`config.mk`:
```
export PLATFORM = sky130hd
export DESIGN_NAME = fm_mod_flat
export DESIGN_NICKNAME = d
export VERILOG_FILES = /design/src/rtl/fm_mod_if.sv /design/src/rtl/fm_mod.sv /design/src/flat_wrapper.sv
export SDC_FILE = /design/constraint.sdc
export NUM_CORES = 1
export LEC_CHECK = 0
export ABC_AREA = 1
export BUFFER_PORTS_ARGS = -buffer_cell sky130_fd_sc_hd__buf_2
export CORE_UTILIZATION = 40
export DETAILED_ROUTE_END_ITERATION = 6
export GPL_TIMING_DRIVEN = 0
export PLACE_DENSITY_LB_ADDON = 0.25
export SYNTH_ARGS = -nofsm -noshare
export SYNTH_HDL_FRONTEND = slang
export SYNTH_SLANG_ARGS = --single-unit
```
`constraint.sdc`:
```
create_clock -name clk -period 5.65 [get_ports clk]
set_input_delay 0.2825 -clock clk [delete_from_list [all_inputs] [get_ports clk]]
set_output_delay 0.2825 -clock clk [all_outputs]
set_load 0.05 [all_outputs]
```
`src/rtl/fm_mod_if.sv`:
```
// Audio-in / I-Q-out FIFO handshake bundle for the FM modulator.
interface fm_mod_if #(
  parameter int unsigned DATA_WIDTH = 32
);
  logic signed [DATA_WIDTH-1:0] audio;
  logic                         empty_audio;
  logic                         rd_en_audio;
  logic signed [DATA_WIDTH-1:0] i_out;
  logic signed [DATA_WIDTH-1:0] q_out;
  logic                         full_i;
  logic                         full_q;
  logic                         wr_en_i;
  logic                         wr_en_q;

  modport master (
    input  audio, empty_audio, full_i, full_q,
    output rd_en_audio, i_out, q_out, wr_en_i, wr_en_q
  );

  modport slave (
    output audio, empty_audio, full_i, full_q,
    input  rd_en_audio, i_out, q_out, wr_en_i, wr_en_q
  );
endinterface

```
`src/rtl/fm_mod.sv`:
```
// FM modulator: integrates Q10 audio into a wrapped phase, iterative CORDIC to cos/sin.
// Optional FM_MOD_SAT_EN clamps audio to +/-1.0 before the deviation multiply.
module fm_mod #(
  parameter int unsigned DATA_WIDTH   = 32,
  parameter int          KF           = 1382,
  parameter int unsigned CORDIC_ITERS = 10
) (
  input logic      clk,
  input logic      rst,
  fm_mod_if.master bus
);
  localparam int unsigned DW = DATA_WIDTH;
  localparam logic signed [DW-1:0] KF_W     = DW'(KF);
  localparam logic signed [DW-1:0] PI       = DW'(3217);
  localparam logic signed [DW-1:0] NEG_PI   = DW'(-3217);
  localparam logic signed [DW-1:0] TWO_PI   = DW'(6434);
  localparam logic signed [DW-1:0] HALF_PI  = DW'(1608);
  localparam logic signed [DW-1:0] NEG_HPI  = DW'(-1608);
  localparam logic signed [DW-1:0] X0       = DW'(622);
  localparam logic signed [DW-1:0] SAT_POS  = DW'(1024);
  localparam logic signed [DW-1:0] SAT_NEG  = DW'(-1024);
  localparam logic [3:0]           LAST_K   = 4'(CORDIC_ITERS - 1);

  typedef enum logic [1:0] {S_READ, S_ACCUM, S_ROTATE, S_WRITE} state_e;

  state_e                state_q, state_d;
  logic signed [DW-1:0]  phase_q, phase_d;
  logic signed [DW-1:0]  x_q, x_d, y_q, y_d, z_q, z_d;
  logic                  neg_q, neg_d;
  logic [3:0]            k_q, k_d;
  logic                  rd_en_q, rd_en_d;
  logic                  wr_en_q, wr_en_d;
  logic signed [DW-1:0]  i_out_q, i_out_d, q_out_q, q_out_d;

  logic signed [DW-1:0]  audio_sel, prod, inc, x_sh, y_sh, atan_k;

  function automatic logic signed [DW-1:0] atan_lut(input logic [3:0] k);
    case (k)
      4'd0:    atan_lut = DW'(804);
      4'd1:    atan_lut = DW'(475);
      4'd2:    atan_lut = DW'(251);
      4'd3:    atan_lut = DW'(127);
      4'd4:    atan_lut = DW'(64);
      4'd5:    atan_lut = DW'(32);
      4'd6:    atan_lut = DW'(16);
      4'd7:    atan_lut = DW'(8);
      4'd8:    atan_lut = DW'(4);
      4'd9:    atan_lut = DW'(2);
      default: atan_lut = DW'(0);
    endcase
  endfunction

  // Next-state, datapath and output decode.
  always_comb begin
    state_d   = state_q;
    phase_d   = phase_q;
    x_d       = x_q;
    y_d       = y_q;
    z_d       = z_q;
    neg_d     = neg_q;
    k_d       = k_q;
    rd_en_d   = 1'b0;
    wr_en_d   = 1'b0;
    i_out_d   = i_out_q;
    q_out_d   = q_out_q;

`ifdef FM_MOD_SAT_EN
    if (bus.audio > SAT_POS)      audio_sel = SAT_POS;
    else if (bus.audio < SAT_NEG) audio_sel = SAT_NEG;
    else                          audio_sel = bus.audio;
`else
    audio_sel = bus.audio;
`endif
    // Product wraps at DW bits when unclamped.
    prod   = KF_W * audio_sel;
    inc    = prod >>> 10;
    x_sh   = x_q >>> k_q;
    y_sh   = y_q >>> k_q;
    atan_k = atan_lut(k_q);

    case (state_q)
      S_READ: begin
        if (!bus.empty_audio) begin
          rd_en_d = 1'b1;
          phase_d = phase_q + inc;
          state_d = S_ACCUM;
        end
      end
      S_ACCUM: begin
        if (phase_q >= PI) begin
          phase_d = phase_q - TWO_PI;
        end else if (phase_q < NEG_PI) begin
          phase_d = phase_q + TWO_PI;
        end else begin
          // Fold into +/-pi/2 so the CORDIC converges; sign restored on output.
          x_d = X0;
          y_d = '0;
          k_d = 4'd0;
          if (phase_q > HALF_PI) begin
            z_d   = phase_q - PI;
            neg_d = 1'b1;
          end else if (phase_q < NEG_HPI) begin
            z_d   = phase_q + PI;
            neg_d = 1'b1;
          end else begin
            z_d   = phase_q;
            neg_d = 1'b0;
          end
          state_d = S_ROTATE;
        end
      end
      S_ROTATE: begin
        if (!z_q[DW-1]) begin
          x_d = x_q - y_sh;
          y_d = y_q + x_sh;
          z_d = z_q - atan_k;
        end else begin
          x_d = x_q + y_sh;
          y_d = y_q - x_sh;
          z_d = z_q + atan_k;
        end
        k_d = k_q + 4'd1;
        if (k_q == LAST_K) begin
          i_out_d = neg_q ? -x_d : x_d;
          q_out_d = neg_q ? -y_d : y_d;
          state_d = S_WRITE;
        end
      end
      S_WRITE: begin
        if (!bus.full_i && !bus.full_q) begin
          wr_en_d = 1'b1;
          state_d = S_READ;
        end
      end
      default: state_d = S_READ;
    endcase
  end

  always_ff @(posedge clk or posedge rst) begin
    if (rst) begin
      state_q <= S_READ;
      phase_q <= '0;
      x_q     <= '0;
      y_q     <= '0;
      z_q     <= '0;
      neg_q   <= 1'b0;
      k_q     <= 4'd0;
      rd_en_q <= 1'b0;
      wr_en_q <= 1'b0;
      i_out_q <= '0;
      q_out_q <= '0;
    end else begin
      state_q <= state_d;
      phase_q <= phase_d;
      x_q     <= x_d;
      y_q     <= y_d;
      z_q     <= z_d;
      neg_q   <= neg_d;
      k_q     <= k_d;
      rd_en_q <= rd_en_d;
      wr_en_q <= wr_en_d;
      i_out_q <= i_out_d;
      q_out_q <= q_out_d;
    end
  end

  assign bus.rd_en_audio = rd_en_q;
  assign bus.wr_en_i     = wr_en_q;
  assign bus.wr_en_q     = wr_en_q;
  assign bus.i_out       = i_out_q;
  assign bus.q_out       = q_out_q;
endmodule
```
`src/flat_wrapper.sv`:
```
// flat-port wrapper written by rule: the top's interface ports become plain ports
module fm_mod_flat 
#(
  parameter int unsigned DATA_WIDTH   = 32,
  parameter int          KF           = 1382,
  parameter int unsigned CORDIC_ITERS = 10
)
  (clk, rst, bus_audio, bus_empty_audio, bus_full_i, bus_full_q, bus_rd_en_audio, bus_i_out, bus_q_out, bus_wr_en_i, bus_wr_en_q);
  fm_mod_if #(.DATA_WIDTH(DATA_WIDTH)) bus_i ();
  input logic clk;
  input logic rst;
  input wire logic [$bits(bus_i.audio)-1:0] bus_audio;
  input wire logic [$bits(bus_i.empty_audio)-1:0] bus_empty_audio;
  input wire logic [$bits(bus_i.full_i)-1:0] bus_full_i;
  input wire logic [$bits(bus_i.full_q)-1:0] bus_full_q;
  output wire logic [$bits(bus_i.rd_en_audio)-1:0] bus_rd_en_audio;
  output wire logic [$bits(bus_i.i_out)-1:0] bus_i_out;
  output wire logic [$bits(bus_i.q_out)-1:0] bus_q_out;
  output wire logic [$bits(bus_i.wr_en_i)-1:0] bus_wr_en_i;
  output wire logic [$bits(bus_i.wr_en_q)-1:0] bus_wr_en_q;
  assign bus_i.audio = bus_audio;
  assign bus_i.empty_audio = bus_empty_audio;
  assign bus_i.full_i = bus_full_i;
  assign bus_i.full_q = bus_full_q;
  assign bus_rd_en_audio = bus_i.rd_en_audio;
  assign bus_i_out = bus_i.i_out;
  assign bus_q_out = bus_i.q_out;
  assign bus_wr_en_i = bus_i.wr_en_i;
  assign bus_wr_en_q = bus_i.wr_en_q;
  fm_mod #(.DATA_WIDTH(DATA_WIDTH), .KF(KF), .CORDIC_ITERS(CORDIC_ITERS)) u_core (.clk(clk), .rst(rst), .bus(bus_i));
endmodule
```
* Word-level counts from Yosys, hierarchy flattened
Memories as Yosys holds them, arrays and structs flattened. Index checks and enable logic that the tools add are counted.
Cells by class: div/mod/pow operators 0, multiplexer cells 37, order comparisons 4, shift-type cells 2, equality and inequality tests 10, reductions and logical operators 11, $mul 1, bitwise logic cells 2, add/sub/neg operators 14
Operator list (count):
- 2-to-1 mux 32 bit | 18
- one-hot mux 32 bit (2 select lines) | 4
- adder 32 bit | 3
- subtractor 32 bit | 3
- negator 32 bit | 2
- >>> shifter 32 x 4 -> 32 bit | 2
- adder 32 x 13 -> 32 bit (second input constant) | 1
- adder 32 x 14 -> 32 bit (second input constant) | 1
- adder 32 x 22 -> 32 bit | 1
- greater-or-equal comparator 32 x 13 -> 1 bit (second input constant) | 1
- greater-than comparator 32 x 12 -> 1 bit (second input constant) | 1
- < comparator 32 x 12 -> 1 bit (second input constant) | 1
- < comparator 32 x 13 -> 1 bit (second input constant) | 1
- multiplier 11 x 32 -> 31 bit (first input constant) | 1
- subtractor 32 x 13 -> 32 bit (second input constant) | 1
- subtractor 32 x 14 -> 32 bit (second input constant) | 1
- 2-to-1 mux 2 bit | 5
- AND reduction 3 bit | 3
- 2-to-1 mux 4 bit | 2
- one-hot mux 2 bit (4 select lines) | 1
- one-hot mux 4 bit (2 select lines) | 1
- 2-to-1 mux 1 bit | 6
- inequality test 2 bit (second input constant) | 3
- AND reduction 5 bit | 1
- 12 further kinds | 17
Word-level totals: word-level logic and storage cells 93, ROM bits 160, latch bits 0, memories 1, bits in registers 201, bits in writable memories 0, input port bits 37, output and inout port bits 67
Memories:
- (no name shown) | words 16, bits a word 10, read ports 1, clocked after memory_dff 0, write ports 0, RTL line fm_mod.sv:38 | case (k)

* Logic depth before layout (Yosys ltp)
Gate-level depths: netlist (run 1).
word-level depth 6, mapped depth 44, depth with buffers taken out 42

* Worst setup path after synthesis (run 1)
Ideal clock, no wire load.
path kind input-to-reg, from in bus_audio[6], to reg u_core.phase_q[30], stages 30, setup time 0.124 ns, data required time 5.526 ns, path buffers 0, setup slack -0.312 ns, arrival time 5.838 ns, cells stage by stage ha_1 -> ha_1 -> fa_1 -> fa_1 -> inv_1 -> fa_1 -> inv_1 -> ha_1 -> a21o_1 -> a31oi_1 -> o21ai_0 -> a21boi_0 -> o221ai_1 -> a21oi_1 -> o21ai_0 -> xor2_1 -> ha_1 -> nand2_1 -> nor2_1 -> and2_1 -> nand4_1 -> nand3_1 -> nand2_1 -> inv_1 -> nand3_1 -> o211ai_1 -> a21oi_1 -> xor2_1 -> a21oi_1 -> a21oi_1
Between the ends: cells in the longest elaborated chain, start to end 4
RTL lines:
- start: declaration | RTL line flat_wrapper.sv:12 | input wire logic [$bits(bus_i.audio)-1:0] bus_audio;
- multiplier 11 x 32 -> 31 bit | RTL line fm_mod.sv:75 | prod = KF_W * audio_sel;
- adder 32 x 22 -> 32 bit | RTL line fm_mod.sv:85 | phase_d = phase_q + inc;
- 2-to-1 mux 32 bit | RTL line fm_mod.sv:83 | if (!bus.empty_audio) begin
- one-hot mux 32 bit (2 select lines) | RTL line fm_mod.sv:81 | case (state_q)
- end signal: assignment | RTL line fm_mod.sv:154 | phase_q <= phase_d;
- end: declaration | RTL line fm_mod.sv:27 | logic signed [DW-1:0] phase_q, phase_d;
No other way between the ends. The select of a mux whose other input is x is not followed. A chain may end at the register's enable or synchronous reset.

* Final worst setup path (run 1)
from in bus_audio[8], to reg u_core.phase_q[28]
Same word-level chain as after synthesis.

==> results of run 1 <==
==> path summary, 6_finish.rpt <==
path / start / endpoint / slack (ns)
worst min-delay path: rst / u_core.bus.q_out[26] / 0.25
max in group asynchronous: rst / u_core.bus.i_out[24] / 4.07
min in group clk: bus_full_q / u_core.state_q[1] / 0.33
worst min register to register: u_core.bus.i_out[1] / u_core.bus.i_out[1] / 0.47
worst max register to register: u_core.k_q[0] / u_core.bus.i_out[30] / 0.26
worst max-delay path: bus_audio[8] / u_core.phase_q[28] / 0.08
==> placed cells by master, fill, tap and decap left out, drive strengths merged, types with 153 or more instances in the layout <==
cell type,Yosys,layout
a21oi,329,329
buf,82,210
dfrtp,201,201
ha,286,286
inv,640,641
nand2,1174,1174
nand3,441,441
nor2,390,390
o21ai,362,362
xor2,153,153
==> layer usage <==
| metal | track usage | vias up |
|---|---|---|
| met5 | 0 | - |
| met4 | 0.0951 | 0 |
| met3 | 0.0304 | 178 |
| met2 | 0.483 | 1065 |
| met1 | 0.400 | 15200 |
| li1 | - | 15800 |
==> metrics by stage <==
| stage | cells | utilization |
|---|---|---|
| final | 5820 | 0.470 |
| after floorplan | 4656 | - |
| after CTS | 5793 | 0.450 |
| after detailed placement | 5724 | 0.432 |
| after global routing | 5819 | 0.470 |
| after global placement | 5717 | 0.430 |
==> worst min-delay path, stage by stage <==
cell	delay, ns
dlygate4sd3_1	0.53
buf_2	0.13
clkinvlp_4	0.36
==> cell type report <==
| type | instances | share of cell area |
|---|---|---|
| repair buffers | 150 | 0.0304 |
| multi-input cells | 3677 | 0.666 |
| clock buffers | 36 | 0.0236 |
| flip-flops and latches | 201 | 0.146 |
| plain buffers | 135 | 0.0227 |
| clock inverters | 18 | 0.00549 |
| diodes | 1 | 0.0000727 |
| inverters | 642 | 0.0705 |
| well taps | 959 | 0.0348 |
| repair inverters | 1 | 0.000218 |
==> flip-flops by register name (all words and copies together) (netlist names), 2 cells and up <==
name	cells
u_core.k_q	4
u_core.state_q	2
u_core.z_q	32
u_core.phase_q	32
u_core.y_q	32
u_core.x_q	32
u_core.bus.i_out	32
u_core.bus.q_out	32
==> timing repair <==
item / in CTS / in global routing
cloned: 0 / 1
buffers inserted: 11 / 27
pin swaps: 19 / 69
hold endpoints to repair: 19 / 0
endpoints found under the setup margin: 35 / 52
hold buffers: 4 / 0
gates resized for setup: 48 / 333
==> logic make-up (layout without fill, tap and decap cells) <==
| kind of cell | after synthesis | count (layout) |
|---|---|---|
| other cells | 0 | 1 |
| flops | 201 | 201 |
| xor+xnor | 208 | 208 |
| compound gates | 889 | 889 |
| fa+ha+maj | 381 | 381 |
| mux | 1 | 1 |
| buf+inv | 778 | 982 |
| simple gates | 2198 | 2198 |
==> results.ini, run 1 <==
[floorplanning]
die_w_microns = 275
start_util = 0.406
core_sq_mm = 0.0733
die_h_microns = 275
io_pins = 104
row_count = 99
dieArea_sq_mm = 0.0756

[drt]
wl_met1_microns = 50300
drc_errors = 12
first_pass_iters = 7
ant_nets = 0
drtIter0Drc = 3104
via_per_inst = 5.52
routed.top_layer = met4
routed_wl_microns = 113000
route.vias.total = 32200
dr_wl_met2_microns = 51700
route.met3.wl_microns = 7220
wl_per_cell_microns = 19.5

[timing]
timing_hold_violations_final = 0
drv_slew = 0
fin_skew_ns = 0.0535
relSlewSlack = 0.0198
rsz0062_at_grt = yes
fin_crit_sh = 0.986
max_freq_ghz = 0.180
tightest_slew_ns = 1.47
fin_tns_setup_ns = 0
worst_slack_ns = 0.0795
final.min_clock_period_ns = 5.57
setup_viol = 0
holdWs_ns = 0.248

[layout]
multi_input_area_sq_mm = 0.0229
nets = 5255
fin_area_sq_mm = 0.0344
drive_above_1_share = 0.119
syn_to_final_growth_pct = 15.6
ff_latch_area_sq_mm = 0.00503
num-fill-cells = 7790

[outcome]
outcome = finished, violations left
violations = DRC

[critical_path]
crit_family = adder cells
path_max_fanout = 6
critPathLaunchType = input port
crit_type = in -> reg
worstPathRequired_ns = 6.15
cp_num_cells = 30
slowest_stage = fa_1
path_buf_inv = 4
critPathMaxStageDelay_ns = 0.53
cp-end-kind = register
worstRegToRegCells = 41
critPathArrivalTime_ns = 6.07

[yosys]
syn-cell-area_sq_mm = 0.0298
synth_seq_area_share = 0.169
synth-compound-area-share = 0.166
yosys.area_share.adder = 0.184
synth_top_family_by_area = simple AND/OR/NAND/NOR gates
synth_top_area_share = 0.169
synth-simple-area-share = 0.313
synth-xor-area-share = 0.0627
ys_ff_latch = 201
yosysTopAreaCell = dfrtp_1
ys_warn_count = 0
synth.net_count = 5074
ys.flop_type = dfrtp_1
synthMuxAreaShare = 0.000336
syn_inst = 4656
synth_top_cells_by_area = dfrtp_1 17%, nand2_1 15%, ha_1 12%, inv_1 7.9%, nand3_1 7.4%
yosysMostFrequentCell = nand2_1
syn_area_per_cell_sq_um = 6.40
async_flop_share = 1.00
synth-edff-count = 0
yosys-top-cells-count = 1169 x nand2_1, 627 x inv_1, 438 x nand3_1
synth.distinct_cells = 63

[global_routing]
grt_usage = 0.293
antenna_found_initial = 2
grt_pass1_vias = 29800
globalRouteOverflowTotal = 0
grt_max_degree = 42
grt_pass1_wl_microns = 172000

[clocking]
htree_levels = 1
path_clk_slew_ns = 0.07
clk_latency_ns = 0.63
cts.path.max_buffers = 3
cts_tree = done
numCtsBuffers = 29
clock_sinks = 201
cts_root_buffer = clkbuf_16

[worst_hold_path]
hp-class = in -> async

[placement]
dp_slack_ns = -1.12
place_congestion = 1.07
postPlaceCellArea_sq_mm = 0.0317
port_buffers = 102
place_hpwl_microns = 92300

[run]
max_cap_viol_count = 0

Power of run 1 is not shown: default switching activity piles up to over one toggle a cycle in this logic, so the estimate is an artifact.
==> run 2: changes to the inputs <==
- clock period: 5.65 -> 5.92 ns (I/O delays scaled with it)
==> run 2 against run 1 <==
Compared with the run above:
- the flow still finishes with violations (DRC)
- final area decreased by 2.4%
- first-iteration DRC count grew 2.5%
- cell count decreased by 0.41%
- worst setup slack improved by 0.13 ns
- routed wire length is 2.5% higher
- critical path depth increased by 4
- critical path type unchanged
==> results.ini, run 2 (synthesized netlist as in run 1, its figures left out) <==
[clocking]
path_clk_slew_ns = 0.07  ; about the same
cts.path.max_buffers = 3  ; unchanged
numCtsBuffers = 29  ; unchanged
cts_tree = done
clock_sinks = 201  ; unchanged
clk_latency_ns = 0.59  ; -0.04 ns
cts_root_buffer = clkbuf_16
htree_levels = 1  ; unchanged

[placement]
postPlaceCellArea_sq_mm = 0.0316  ; -0.45%
dp_slack_ns = -1.27  ; -0.144 ns
place_hpwl_microns = 93300  ; +1.1%
port_buffers = 102  ; unchanged
place_congestion = 1.07  ; +0.25%

[outcome]
violations = DRC
outcome = finished, violations left

[drt]
ant_nets = 0  ; unchanged
first_pass_iters = 7  ; unchanged
routed_wl_microns = 116000  ; +2.5%
wl_per_cell_microns = 20.1  ; +3.0%
route.vias.total = 32200  ; +0.20%
drtIter0Drc = 3183  ; +2.5%
drc_errors = 11  ; -1
via_per_inst = 5.56  ; +0.61%

[layout]
final_cell_mix = 1145 x nand2_1, 620 x inv_1, 431 x nand3_1
final_core_util = 0.459  ; -0.0111
nets = 5237  ; -0.34%
drive_above_1_share = 0.0943  ; -0.0246
fin_area_sq_mm = 0.0336  ; -2.4%
syn_to_final_growth_pct = 12.9
mostFrequentLayoutCell = nand2_1

[worst_hold_path]
hp-class = in -> async

[global_routing]
globalRouteOverflowTotal = 0  ; unchanged
grt_max_degree = 117  ; +180%
grt_pass1_wl_microns = 177000  ; +3.5%
grt_usage = 0.303  ; +0.0104
antenna_found_initial = 1  ; -1
grt_pass1_vias = 30700  ; +3.1%

[critical_path]
path_max_fanout = 6  ; unchanged
r2r_setup_slack_ns = 0.29  ; +0.03 ns
worstPathRequired_ns = 6.42  ; +0.27 ns
cp-end-kind = register
critPathLaunchType = input port
crit_type = in -> reg
path_buf_inv = 6  ; +2
critPathMaxStageDelay_ns = 0.57  ; +0.04 ns
rr_startpoint = u_core.z_q[31]
critPathArrivalTime_ns = 6.21  ; +0.14 ns
slowest_stage = fa_2
worstRegToRegCells = 23  ; -44%
crit_family = adder cells
crit_top_cell = inv_1
r2r_end = u_core.bus.q_out[31]

[timing]
fin_skew_ns = 0.0209  ; -0.0326 ns
rsz0062_at_grt = yes
fin_tns_setup_ns = 0  ; unchanged
max_freq_ghz = 0.175
final.min_clock_period_ns = 5.71
drv_slew = 0  ; unchanged
fin_crit_sh = 0.964
setup_viol = 0  ; unchanged
timing_hold_violations_final = 0  ; unchanged
relSlewSlack = 0.0460  ; +0.0262
worst_slack_ns = 0.213  ; +0.133 ns
tightest_slew_ns = 1.43  ; -0.0394 ns

[run]
max_cap_viol_count = 0  ; unchanged

[floorplanning]
die_w_microns = 275  ; unchanged
start_util = 0.406  ; unchanged
row_count = 99  ; unchanged
die_h_microns = 275  ; unchanged
core_sq_mm = 0.0733  ; unchanged
dieArea_sq_mm = 0.0756  ; unchanged
io_pins = 104  ; unchanged

-- run 2: per-stage QoR --
stage                     hold slack (ns)  cells
after global routing                0.399   5795
after global placement              0.461   5717
after detailed placement            0.464   5719
after CTS                           0.334   5775
after floorplan                     0.365   4656
final                               0.315   5796
-- run 2: worst min-delay path: cells and delay by family --
family	cells	cell delay (ns)
buffers and inverters	3	1.10
-- run 2: how the worst max path moves through the flow --
stage	from	endpoint	cells past startpoint
after floorplan	bus_audio[6]	u_core.phase_q[30]	30
after global placement	rst	u_core.x_q[4]	2
after detailed placement	bus_audio[3]	u_core.phase_q[30]	31
after CTS	bus_audio[6]	u_core.phase_q[30]	30
after global routing	bus_audio[5]	u_core.phase_q[26]	34
final	bus_audio[5]	u_core.phase_q[26]	34
-- run 2: what timing repair did --
| action | CTS | global route |
|---|---|---|
| hold buffers | 4 | 0 |
| pin swaps | 7 | 51 |
| endpoints found under the setup margin | 21 | 55 |
| endpoints found under the hold margin | 87 | 0 |
| resized for setup | 26 | 208 |
| setup buffers | 4 | 20 |
-- run 2: cell type report --
class / count / area (sq um)
inverters: 642 / 2430
plain buffers: 136 / 717
flip-flops and latches: 201 / 5030
clock buffers: 42 / 855
well taps: 959 / 1200
repair buffers: 132 / 810
fillers: 7830 / 39700
diodes: 1 / 2.50
multi-input cells: 3677 / 22500
clock inverters: 6 / 86.3
-- run 2: per-layer routing --
layer | vias up | global-route usage | share of wire
li1 | 15700 | - | -
met5 | - | 0 | 0.00017
met4 | 2 | 0.143 | 0.052
met2 | 1111 | 0.494 | 0.45
met3 | 235 | 0.0360 | 0.063
met1 | 15100 | 0.399 | 0.43
Power of run 2 is left out for the same reason.
